`src/rtl/uart_pkg.sv`:
```
// Purpose: UART constants shared by the receive deserializer, the hex-text parser and uart_tx.
// Latency: none (constants and a pure combinational helper).
// Backpressure: not applicable.
package uart_pkg;

  localparam int UART_DATA_BITS  = 8;
  localparam int UART_OVERSAMPLE = 4;
  localparam int UART_CLK_DIV    = 108;
  localparam int UART_PHASE_W    = $clog2(UART_OVERSAMPLE);

  // 2-of-3 vote used when filtering noisy line samples.
  function automatic logic maj3(input logic a, input logic b, input logic c);
    return (a & b) | (a & c) | (b & c);
  endfunction

endpackage

```
`src/rtl/uart_baud_tick.sv`:
```
// Purpose: oversample tick generator, one-cycle tick every CLK_DIV clocks, restartable by clr.
// Latency: tick is high while the count sits at CLK_DIV-1; clr restarts the count from 0 next cycle.
// Backpressure: none, free-running.
module uart_baud_tick #(
  parameter int CLK_DIV = 108
) (
  input  logic clk,
  input  logic rstn,
  input  logic clr,
  output logic tick
);

  localparam int CNT_W = (CLK_DIV > 2) ? $clog2(CLK_DIV) : 1;

  logic [CNT_W-1:0] cnt;

  assign tick = (cnt == CNT_W'(CLK_DIV - 1));

  // Count 0..CLK_DIV-1, wrapping on tick; clr realigns to the caller's timing.
  always_ff @(posedge clk or negedge rstn) begin
    if (!rstn) begin
      cnt <= '0;
    end else if (clr || tick) begin
      cnt <= '0;
    end else begin
      cnt <= cnt + 1'b1;
    end
  end

endmodule

```
`src/rtl/uart_rx_deserializer.sv`:
```
// Purpose: 4x-oversampled 8N1 UART receiver; good bytes strobed on uart_rx_byte_en, bad stop bits on frame_err.
// Latency: 39*CLK_DIV+1 cycles from start-edge detect to strobe, plus the synchronizer/edge pipeline.
// Backpressure: none; the consumer must take each one-cycle strobe. Build option: UART_RX_MAJORITY_EN.
module uart_rx_deserializer
  import uart_pkg::*;
#(
  parameter int CLK_DIV = UART_CLK_DIV
) (
  input  logic                      clk,
  input  logic                      rstn,
  input  logic                      i_uart_rx,
  output logic                      uart_rx_byte_en,
  output logic [UART_DATA_BITS-1:0] uart_rx_byte,
  output logic                      frame_err
);

  localparam logic [2:0] ST_IDLE  = 3'd0;
  localparam logic [2:0] ST_START = 3'd1;
  localparam logic [2:0] ST_DATA  = 3'd2;
  localparam logic [2:0] ST_STOP  = 3'd3;
  localparam logic [2:0] ST_BREAK = 3'd4;

  localparam logic [UART_PHASE_W-1:0] PH_EARLY  = UART_PHASE_W'(1);
  localparam logic [UART_PHASE_W-1:0] PH_MID    = UART_PHASE_W'(2);
  localparam logic [UART_PHASE_W-1:0] PH_DECIDE = UART_PHASE_W'(UART_OVERSAMPLE - 1);
  localparam logic [2:0]              LAST_BIT  = 3'(UART_DATA_BITS - 1);

  logic                      rx_meta, rx_sync, rx_hist;
  logic                      fall, start_clr, tick, decide, bit_val;
  logic [2:0]                state;
  logic [UART_PHASE_W-1:0]   phase, phase_nxt;
  logic [2:0]                bit_cnt;
  logic [UART_DATA_BITS-1:0] shreg;

  // Two-flop synchronizer plus history flop; all idle-high so a low line at release is not a start.
  always_ff @(posedge clk or negedge rstn) begin
    if (!rstn) begin
      rx_meta <= 1'b1;
      rx_sync <= 1'b1;
      rx_hist <= 1'b1;
    end else begin
      rx_meta <= i_uart_rx;
      rx_sync <= rx_meta;
      rx_hist <= rx_sync;
    end
  end

  assign fall      = rx_hist & ~rx_sync;
  assign start_clr = (state == ST_IDLE) && fall;

  uart_baud_tick #(.CLK_DIV(CLK_DIV)) u_tick (
    .clk  (clk),
    .rstn (rstn),
    .clr  (start_clr),
    .tick (tick)
  );

  // The phase a tick moves into names that tick; the decision lands on the tick reaching the last phase,
  // which leaves roughly one tick of stop bit for back-to-back characters.
  assign phase_nxt = phase + 1'b1;
  assign decide    = tick && (phase_nxt == PH_DECIDE);

  // Phase within the current bit, realigned to the start edge.
  always_ff @(posedge clk or negedge rstn) begin
    if (!rstn) begin
      phase <= '0;
    end else if (start_clr) begin
      phase <= '0;
    end else if (tick) begin
      phase <= phase_nxt;
    end
  end

`ifdef UART_RX_MAJORITY_EN
  logic [1:0] smp;

  // Capture the first two of three votes; the third is the live sample at the decision tick.
  always_ff @(posedge clk or negedge rstn) begin
    if (!rstn) begin
      smp <= 2'b11;
    end else if (tick) begin
      if (phase_nxt == PH_EARLY) smp[0] <= rx_sync;
      if (phase_nxt == PH_MID)   smp[1] <= rx_sync;
    end
  end

  assign bit_val = maj3(smp[0], smp[1], rx_sync);
`else
  logic smp_mid;

  // Single mid-bit sample, consumed one tick later at the decision point.
  always_ff @(posedge clk or negedge rstn) begin
    if (!rstn) begin
      smp_mid <= 1'b1;
    end else if (tick && (phase_nxt == PH_MID)) begin
      smp_mid <= rx_sync;
    end
  end

  assign bit_val = smp_mid;
`endif

  // Frame FSM, LSB-first shift register and registered one-cycle output strobes.
  always_ff @(posedge clk or negedge rstn) begin
    if (!rstn) begin
      state           <= ST_IDLE;
      bit_cnt         <= '0;
      shreg           <= '0;
      uart_rx_byte_en <= 1'b0;
      uart_rx_byte    <= '0;
      frame_err       <= 1'b0;
    end else begin
      uart_rx_byte_en <= 1'b0;
      frame_err       <= 1'b0;
      case (state)
        ST_IDLE: begin
          if (fall) begin
            state   <= ST_START;
            bit_cnt <= '0;
          end
        end
        ST_START: begin
          if (decide) begin
            if (!bit_val) begin
              state   <= ST_DATA;
              bit_cnt <= '0;
            end else begin
              state <= ST_IDLE;
            end
          end
        end
        ST_DATA: begin
          if (decide) begin
            shreg <= {bit_val, shreg[UART_DATA_BITS-1:1]};
            if (bit_cnt == LAST_BIT) begin
              state <= ST_STOP;
            end else begin
              bit_cnt <= bit_cnt + 1'b1;
            end
          end
        end
        ST_STOP: begin
          if (decide) begin
            if (bit_val) begin
              uart_rx_byte_en <= 1'b1;
              uart_rx_byte    <= shreg;
              state           <= ST_IDLE;
            end else begin
              frame_err <= 1'b1;
              state     <= ST_BREAK;
            end
          end
        end
        ST_BREAK: begin
          if (rx_sync) state <= ST_IDLE;
        end
        default: state <= ST_IDLE;
      endcase
    end
  end

endmodule

```
`config.mk`:
```
export PLATFORM = sky130hd
export DESIGN_NAME = uart_rx_deserializer
export DESIGN_NICKNAME = d
export VERILOG_FILES = /design/src/rtl/uart_pkg.sv /design/src/rtl/uart_baud_tick.sv /design/src/rtl/uart_rx_deserializer.sv
export SDC_FILE = /design/constraint.sdc
export NUM_CORES = 1
export LEC_CHECK = 0
export ABC_AREA = 1
export CORE_UTILIZATION = 30
export DETAILED_ROUTE_END_ITERATION = 8
export DONT_BUFFER_PORTS = 1
export REMOVE_ABC_BUFFERS = 1
export SLEW_MARGIN = 20
export SYNTH_ARGS = -nofsm -noshare
export SYNTH_HDL_FRONTEND = slang
export SYNTH_SLANG_ARGS = --single-unit
```
`constraint.sdc`:
```
create_clock -name clk -period 2.7 [get_ports clk]
set_input_delay 0.135 -clock clk [delete_from_list [all_inputs] [get_ports clk]]
set_output_delay 0.135 -clock clk [all_outputs]
set_load 0.03 [all_outputs]
```
=== Word-level counts from Yosys, hierarchy flattened ===
Index checks and enable logic that the tools add are counted.

* Register bits: 37
* Bits of input ports: 3
* Output and inout bits: 10
* Word-level logic and storage cells: 68

* Add/subtract/negate cells: 3
* Eq/ne operators: 16
* Mux-type cells: 24
* Bitwise operators: 2
* Reductions and logical operators: 11

{| class="wikitable"
|+ Operator list
! cell !! number
|-
| two-way mux 3 bit || 12
|-
| inequality test 2 bit (second input constant) || 8
|-
| case mux 3 bit (5 select lines) || 1
|-
| AND reduction 6 bit || 2
|-
| case mux 3 bit (3 select lines) || 1
|-
| adder 7 x 1 -> 7 bit (second input constant) || 1
|-
| equality test 7 bit (second input constant) || 1
|-
| two-way mux 7 bit || 1
|-
| equality test 3 x 2 -> 1 bit (second input constant) || 2
|-
| equality test 3 bit (second input constant) || 2
|-
| two-way mux 1 bit || 6
|-
| two-way mux 2 bit || 3
|-
| equality test 2 bit (second input constant) || 2
|-
| adder 3 x 1 -> 3 bit (second input constant) || 1
|-
| equality test 3 x 1 -> 1 bit (second input constant) || 1
|-
| logical AND 1 bit || 3
|-
| zero test 3 bit || 1
|-
| AND reduction 3 bit || 1
|-
| nonzero test 3 bit || 1
|-
| adder 2 x 1 -> 2 bit (second input constant) || 1
|-
| AND reduction 2 bit || 1
|-
| nonzero test 2 bit || 1
|-
| AND 1 bit || 1
|-
| logical OR 1 bit || 1
|-
| NOT 1 bit || 1
|}

=== Depth between registers and ports, before layout ===
* Word-level depth: 5
* Depth in mapped cells: 8
* Depth with buffers taken out: 8

=== Hierarchy ===
A second synthesis with hierarchy kept.

* Cell total of the unflattened synthesis: 188
* Area, all modules: 1757.9 um2

{| class="wikitable"
|+ By module, submodules not included
! module !! times used !! cells each !! area an instance (um2) !! seq. area each (um2)
|-
| uart_rx_deserializer || 1 || 146 || 1397.6 || 755.7
|-
| uart_baud_tick || 1 || 42 || 360.3 || 175.2
|}

=== Worst setup path before layout ===
OpenSTA, ideal clock, no wires.

* Path kind: register -> register
* From: reg u_tick.cnt[0]
* To: reg bit_cnt[0]
* Setup time: 117 ps
* Arrival: 1254 ps
* Data required time: 2583 ps
* Path slack: 1329 ps
* Cell stages (with the launch flop): 9
* Path buffers: 0
* Clock period less this slack: 1371 ps
* Path through: dfrtp_1 -> ha_1 -> nand3_2 -> nor2_8 -> nand2_4 -> nand2_1 -> nand3_1 -> nand2_1 -> nand2_1

* Cells in the longest elaborated chain, start to end: 4
* Elaborated cells on any way between the ends: 5
* Those cells by class: eq/ne: 3; reduce/logical: 2

{| class="wikitable"
|+ Ends and longest elaborated chain
! what !! RTL line !! source
|-
| from (decl) || uart_baud_tick.sv:15 || <nowiki>logic [CNT_W-1:0] cnt;</nowiki>
|-
| from (signal assigned) || uart_baud_tick.sv:26 || <nowiki>cnt <= cnt + 1'b1;</nowiki>
|-
| equality test 7 bit * || uart_baud_tick.sv:17 || <nowiki>assign tick = (cnt == CNT_W'(CLK_DIV - 1));</nowiki>
|-
| logical AND 1 bit * || uart_rx_deserializer.sv:61 || <nowiki>assign decide = tick && (phase_nxt == PH_DECIDE);</nowiki>
|-
| inequality test 2 bit (no source line) || -- ||
|-
| AND reduction 6 bit (no source line) * || -- ||
|-
| to (signal assigned) || uart_rx_deserializer.sv:138 || <nowiki>bit_cnt <= bit_cnt + 1'b1;</nowiki>
|-
| to (decl) || uart_rx_deserializer.sv:32 || <nowiki>logic [2:0] bit_cnt;</nowiki>
|}

Mark *: on every way between the ends. The rest lies on a longest branch, timed or not.
A chain may end at the register's enable or synchronous reset.

=== Final worst setup path ===
* From: reg u_tick.cnt[0]
* To: reg uart_rx_byte[1]

* Cells in the longest elaborated chain, start to end: 3

{| class="wikitable"
|+ Ends and longest elaborated chain
! what !! RTL line !! source
|-
| equality test 7 bit || uart_baud_tick.sv:17 ||
|-
| logical AND 1 bit || uart_rx_deserializer.sv:61 ||
|-
| AND reduction 3 bit (no source line) || -- ||
|-
| to (signal assigned) || uart_rx_deserializer.sv:146 || <nowiki>uart_rx_byte <= shreg;</nowiki>
|-
| to (decl) || uart_rx_deserializer.sv:13 || <nowiki>output logic [UART_DATA_BITS-1:0] uart_rx_byte,</nowiki>
|}

No other way between the ends.

==> key figures <==
Route
  – Average via count per standard cell: approximately 4.4
  – Detail Route Antenna Nets: 0
  – Detailed Routing Iterations Pass 1: 4
  – DR WL/cell: between 10 and 15 um
  – DRC: 0
  – Total Routed Length: 2750 um
  – Vias: about 1200
  – Number of DRC markers in iteration 0: 56

Synth
  – Mapped Area: 0.00169 mm2
  – Register area share after synthesis: 0.550
  – Post-synthesis adder-cell area fraction: 0.0370
  – Simple-gate share of the synthesized area: 0.254
  – Xor and xnor area share after synthesis: 0
  – Post-synthesis compound-gate area fraction: 0.0858
  – Mapped Cells: approximately 180
  – Yosys reg bits: 37
  – Ys Warns: 0
  – Largest family of logic cells by synthesized area: simple AND/OR/NAND/NOR gates
  – Avg Synthesized Cell Area: ~9.3 um2
  – Mux cell area share after synthesis: 0
  – Unique masters post-synth: 24

Floorplan
  – Cell row count: 26
  – # IOs: 13
  – DIE AREA: ~0.0059 mm2
  – Core Region: approximately 0.0053 mm2
  – Die width: between 70 and 80 um
  – Height of the die: between 70 and 80 um
  – Initial Utilization: 0.321

Power and ir drop
  – Static leakage: roughly 0.94 nW
  – Power per cell area: between 800 and 900 mW/mm2
  – Peak VDD IR: about 0.32 mV

Setup path
  – CP cell instances: ha_1, nand3_2, nor2_8, nand2_4, nor3_4, nand2_1, o21ai_1
  – Critical-path top delay cell: dfrtp_1
  – Crit-path max cell delay: around 0.37 ns
  – Crit path max fanout: 9
  – Crit path launch type: flip-flop
  – CP Capture Type: flip-flop
  – Critical path type: flip-flop to flip-flop
  – WP data arrival: 1.76 ns
  – Worst EP required: roughly 2.9 ns

Clocking
  – Post-CTS Setup Inserts: 0
  – CTS max path bufs: 2
  – H-Tree Depth: 2
  – Total CTS buffers: 5
  – Clock Sinks: 37
  – Clock slew at reported path FFs: approximately 0.070 ns
  – Post-CTS Resized: 0
  – CTS tree: built
  – Root buf cell: clkbuf_8
  – Clock latency on the worst-skew pair: 0.29 ns

Timing
  – Final worst slack: 1.16 ns
  – Finish-stage setup viols: 0
  – Clock Skew: 0.00557 ns
  – Tmin final: around 1.5 ns
  – Final setup TNS: 0 ns
  – Worst-Margin Slew: ~0.34 ns
  – Tcrit/Tclk final: 0.569
  – Final hold viol count: 0
  – Worst relative slew slack: 0.773
  – Pins Over Slew Limit: 0
  – Hold slack: a little under 0.3 ns
  – Unrepaired setup endpoints after global routing: no
  – Max Clock Freq: between 0.6 and 0.7 GHz

Global routing
  – GR Util met2: 0.173
  – Initial antenna violation count: 0
  – Global-route wire length before repair: about 5200 um
  – Vias in the first global route: between 1000 and 1500
  – GRT Total Usage: 0.112
  – GR peak layer: met2
  – Grt met1 use: 0.144
  – Global route total overflow: 0
  – Largest net degree at the start of global routing: 38
  – Met3 usage: 0.0321

Status
  – Status: finished clean

Final layout
  – Area Overhead vs Synth: 14.0%
  – Share of layout cells above drive strength 1: 0.161
  – Layout Nets: around 200
  – Post-layout util: 0.366
  – Fill cells: around 550
  – Area taken by multi-input logic gates: 637 um2
  – FF+latch area: 931 um2
  – Fin cells: ~260
  – Number of antenna diodes: 0

Min path
  – Min-delay worst type: input port to asynchronous set/reset pin

Placement
  – Post-detail-place hpwl: slightly below 2000 um
  – Dpl cells: 251
  – # port buffers: 0
  – Place WS: between 1 and 1.5 ns
  – Gpl congestion: around 0.78

Run
  – Max-Cap Viols: 0
-- Yosys cell counts, drive strengths merged --
cell type,n,share of area
a21oi,8,0.026
a31oi,1,0.0037
and3,2,0.0089
buf,1,0.0067
dfrtp,33,0.49
dfstp,4,0.062
ha,5,0.037
inv,30,0.067
nand2,35,0.085
nand3,11,0.041
nand4,3,0.011
nor2,22,0.067
nor3,6,0.031
nor3b,2,0.0089
o21ai,19,0.056
-- report_power, final --
| part | switching, mW | internal (mW) |
|---|---|---|
| logic | 0.249 | 0.143 |
| clock network | 0.198 | 0.300 |
| registers | 0.0834 | 0.632 |
| total | 0.530 | 1.08 |
-- final timing paths --
path,start,end,slack (ns),cells after the start
min reg2reg,rx_meta,rx_sync,0.36,0
min,rstn,uart_rx_byte[2],0.29,2
max in group asynchronous,rstn,bit_val,2.16,2
max,u_tick.cnt[0],uart_rx_byte[1],1.16,7
min in group clk,rx_meta,rx_sync,0.36,0
max reg2reg,u_tick.cnt[0],uart_rx_byte[1],1.16,7
-- registers in the layout, indices dropped and copies added, names as in the netlist, 2 cells and up --
name          flops
uart_rx_byte      8
shreg             8
phase             2
u_tick.cnt        7
state             3
bit_cnt           3
-- placed cells by master, fill, tap and decap left out --
master and count:
a21oi_1 7, and3_2 2, nor3b_1 2, nor2_8 1
clkbuf_8 6, inv_1 26, nor3_4 2, nor2_1 19
a31oi_1 1, nand3_2 3, o21ai_1 13, nand4_1 3
dlygate4sd3_1 2, ha_1 5, nand3_1 8, buf_12 1
a21oi_2 1, dfrtp_1 33, nand2_4 1, nand2_2 2
nand2_1 32, clkinvlp_4 1, bufinv_16 1, inv_2 4
nor3_1 4, nor2_4 2, o21ai_0 6, dfstp_2 4
-- per-stage QoR --
| step | total power, mW | instance area, um2 |
|---|---|---|
| after CTS | 1.63 | 1930 |
| after detailed placement | 1.11 | 1770 |
| final | 1.61 | 1930 |
| after floorplan | 1.03 | 1680 |
| after global placement | 1.10 | 1770 |
| after global routing | 1.73 | 1930 |
-- worst max-delay path: cells and delay by family (launching register included) --
| family | cells | cell delay (ns) |
|---|---|---|
| compound gates | 1 | 0.09 |
| simple gates | 5 | 0.81 |
| fa+ha+maj | 1 | 0.21 |
| flops | 1 | 0.37 |
-- layer usage --
metal,part of all wire,vias to the layer above
li1,-,603
met1,0.49,526
met2,0.46,20
met3,0.040,5
met4,0.017,0
met5,0,-
-- cell families (layout without fill, tap and decap cells) --
kind of cell             after synthesis  count (layout)
buffers and inverters                 31              41
flip-flops                            37              37
adder cells (fa/ha/maj)                5               5
AND/OR/NAND/NOR                       81              81
AO/OA/AOI/OAI                         28              28
-- final cells by class --
class	count	share of cell area
Clock buffer	6	0.0428
Clock inverter	2	0.0195
Inverter	30	0.0584
Multi-Input combinational cell	114	0.330
Sequential cell	37	0.483
Tap cell	70	0.0454
Timing Repair Buffer	3	0.0208
-- repair_timing --
item	4_1_cts	5_1_grt
hold endpoints to repair	38	0
endpoints found under the setup margin	0	0
hold buffers	3	0
Note: power is estimated with default switching activity, not from simulation.
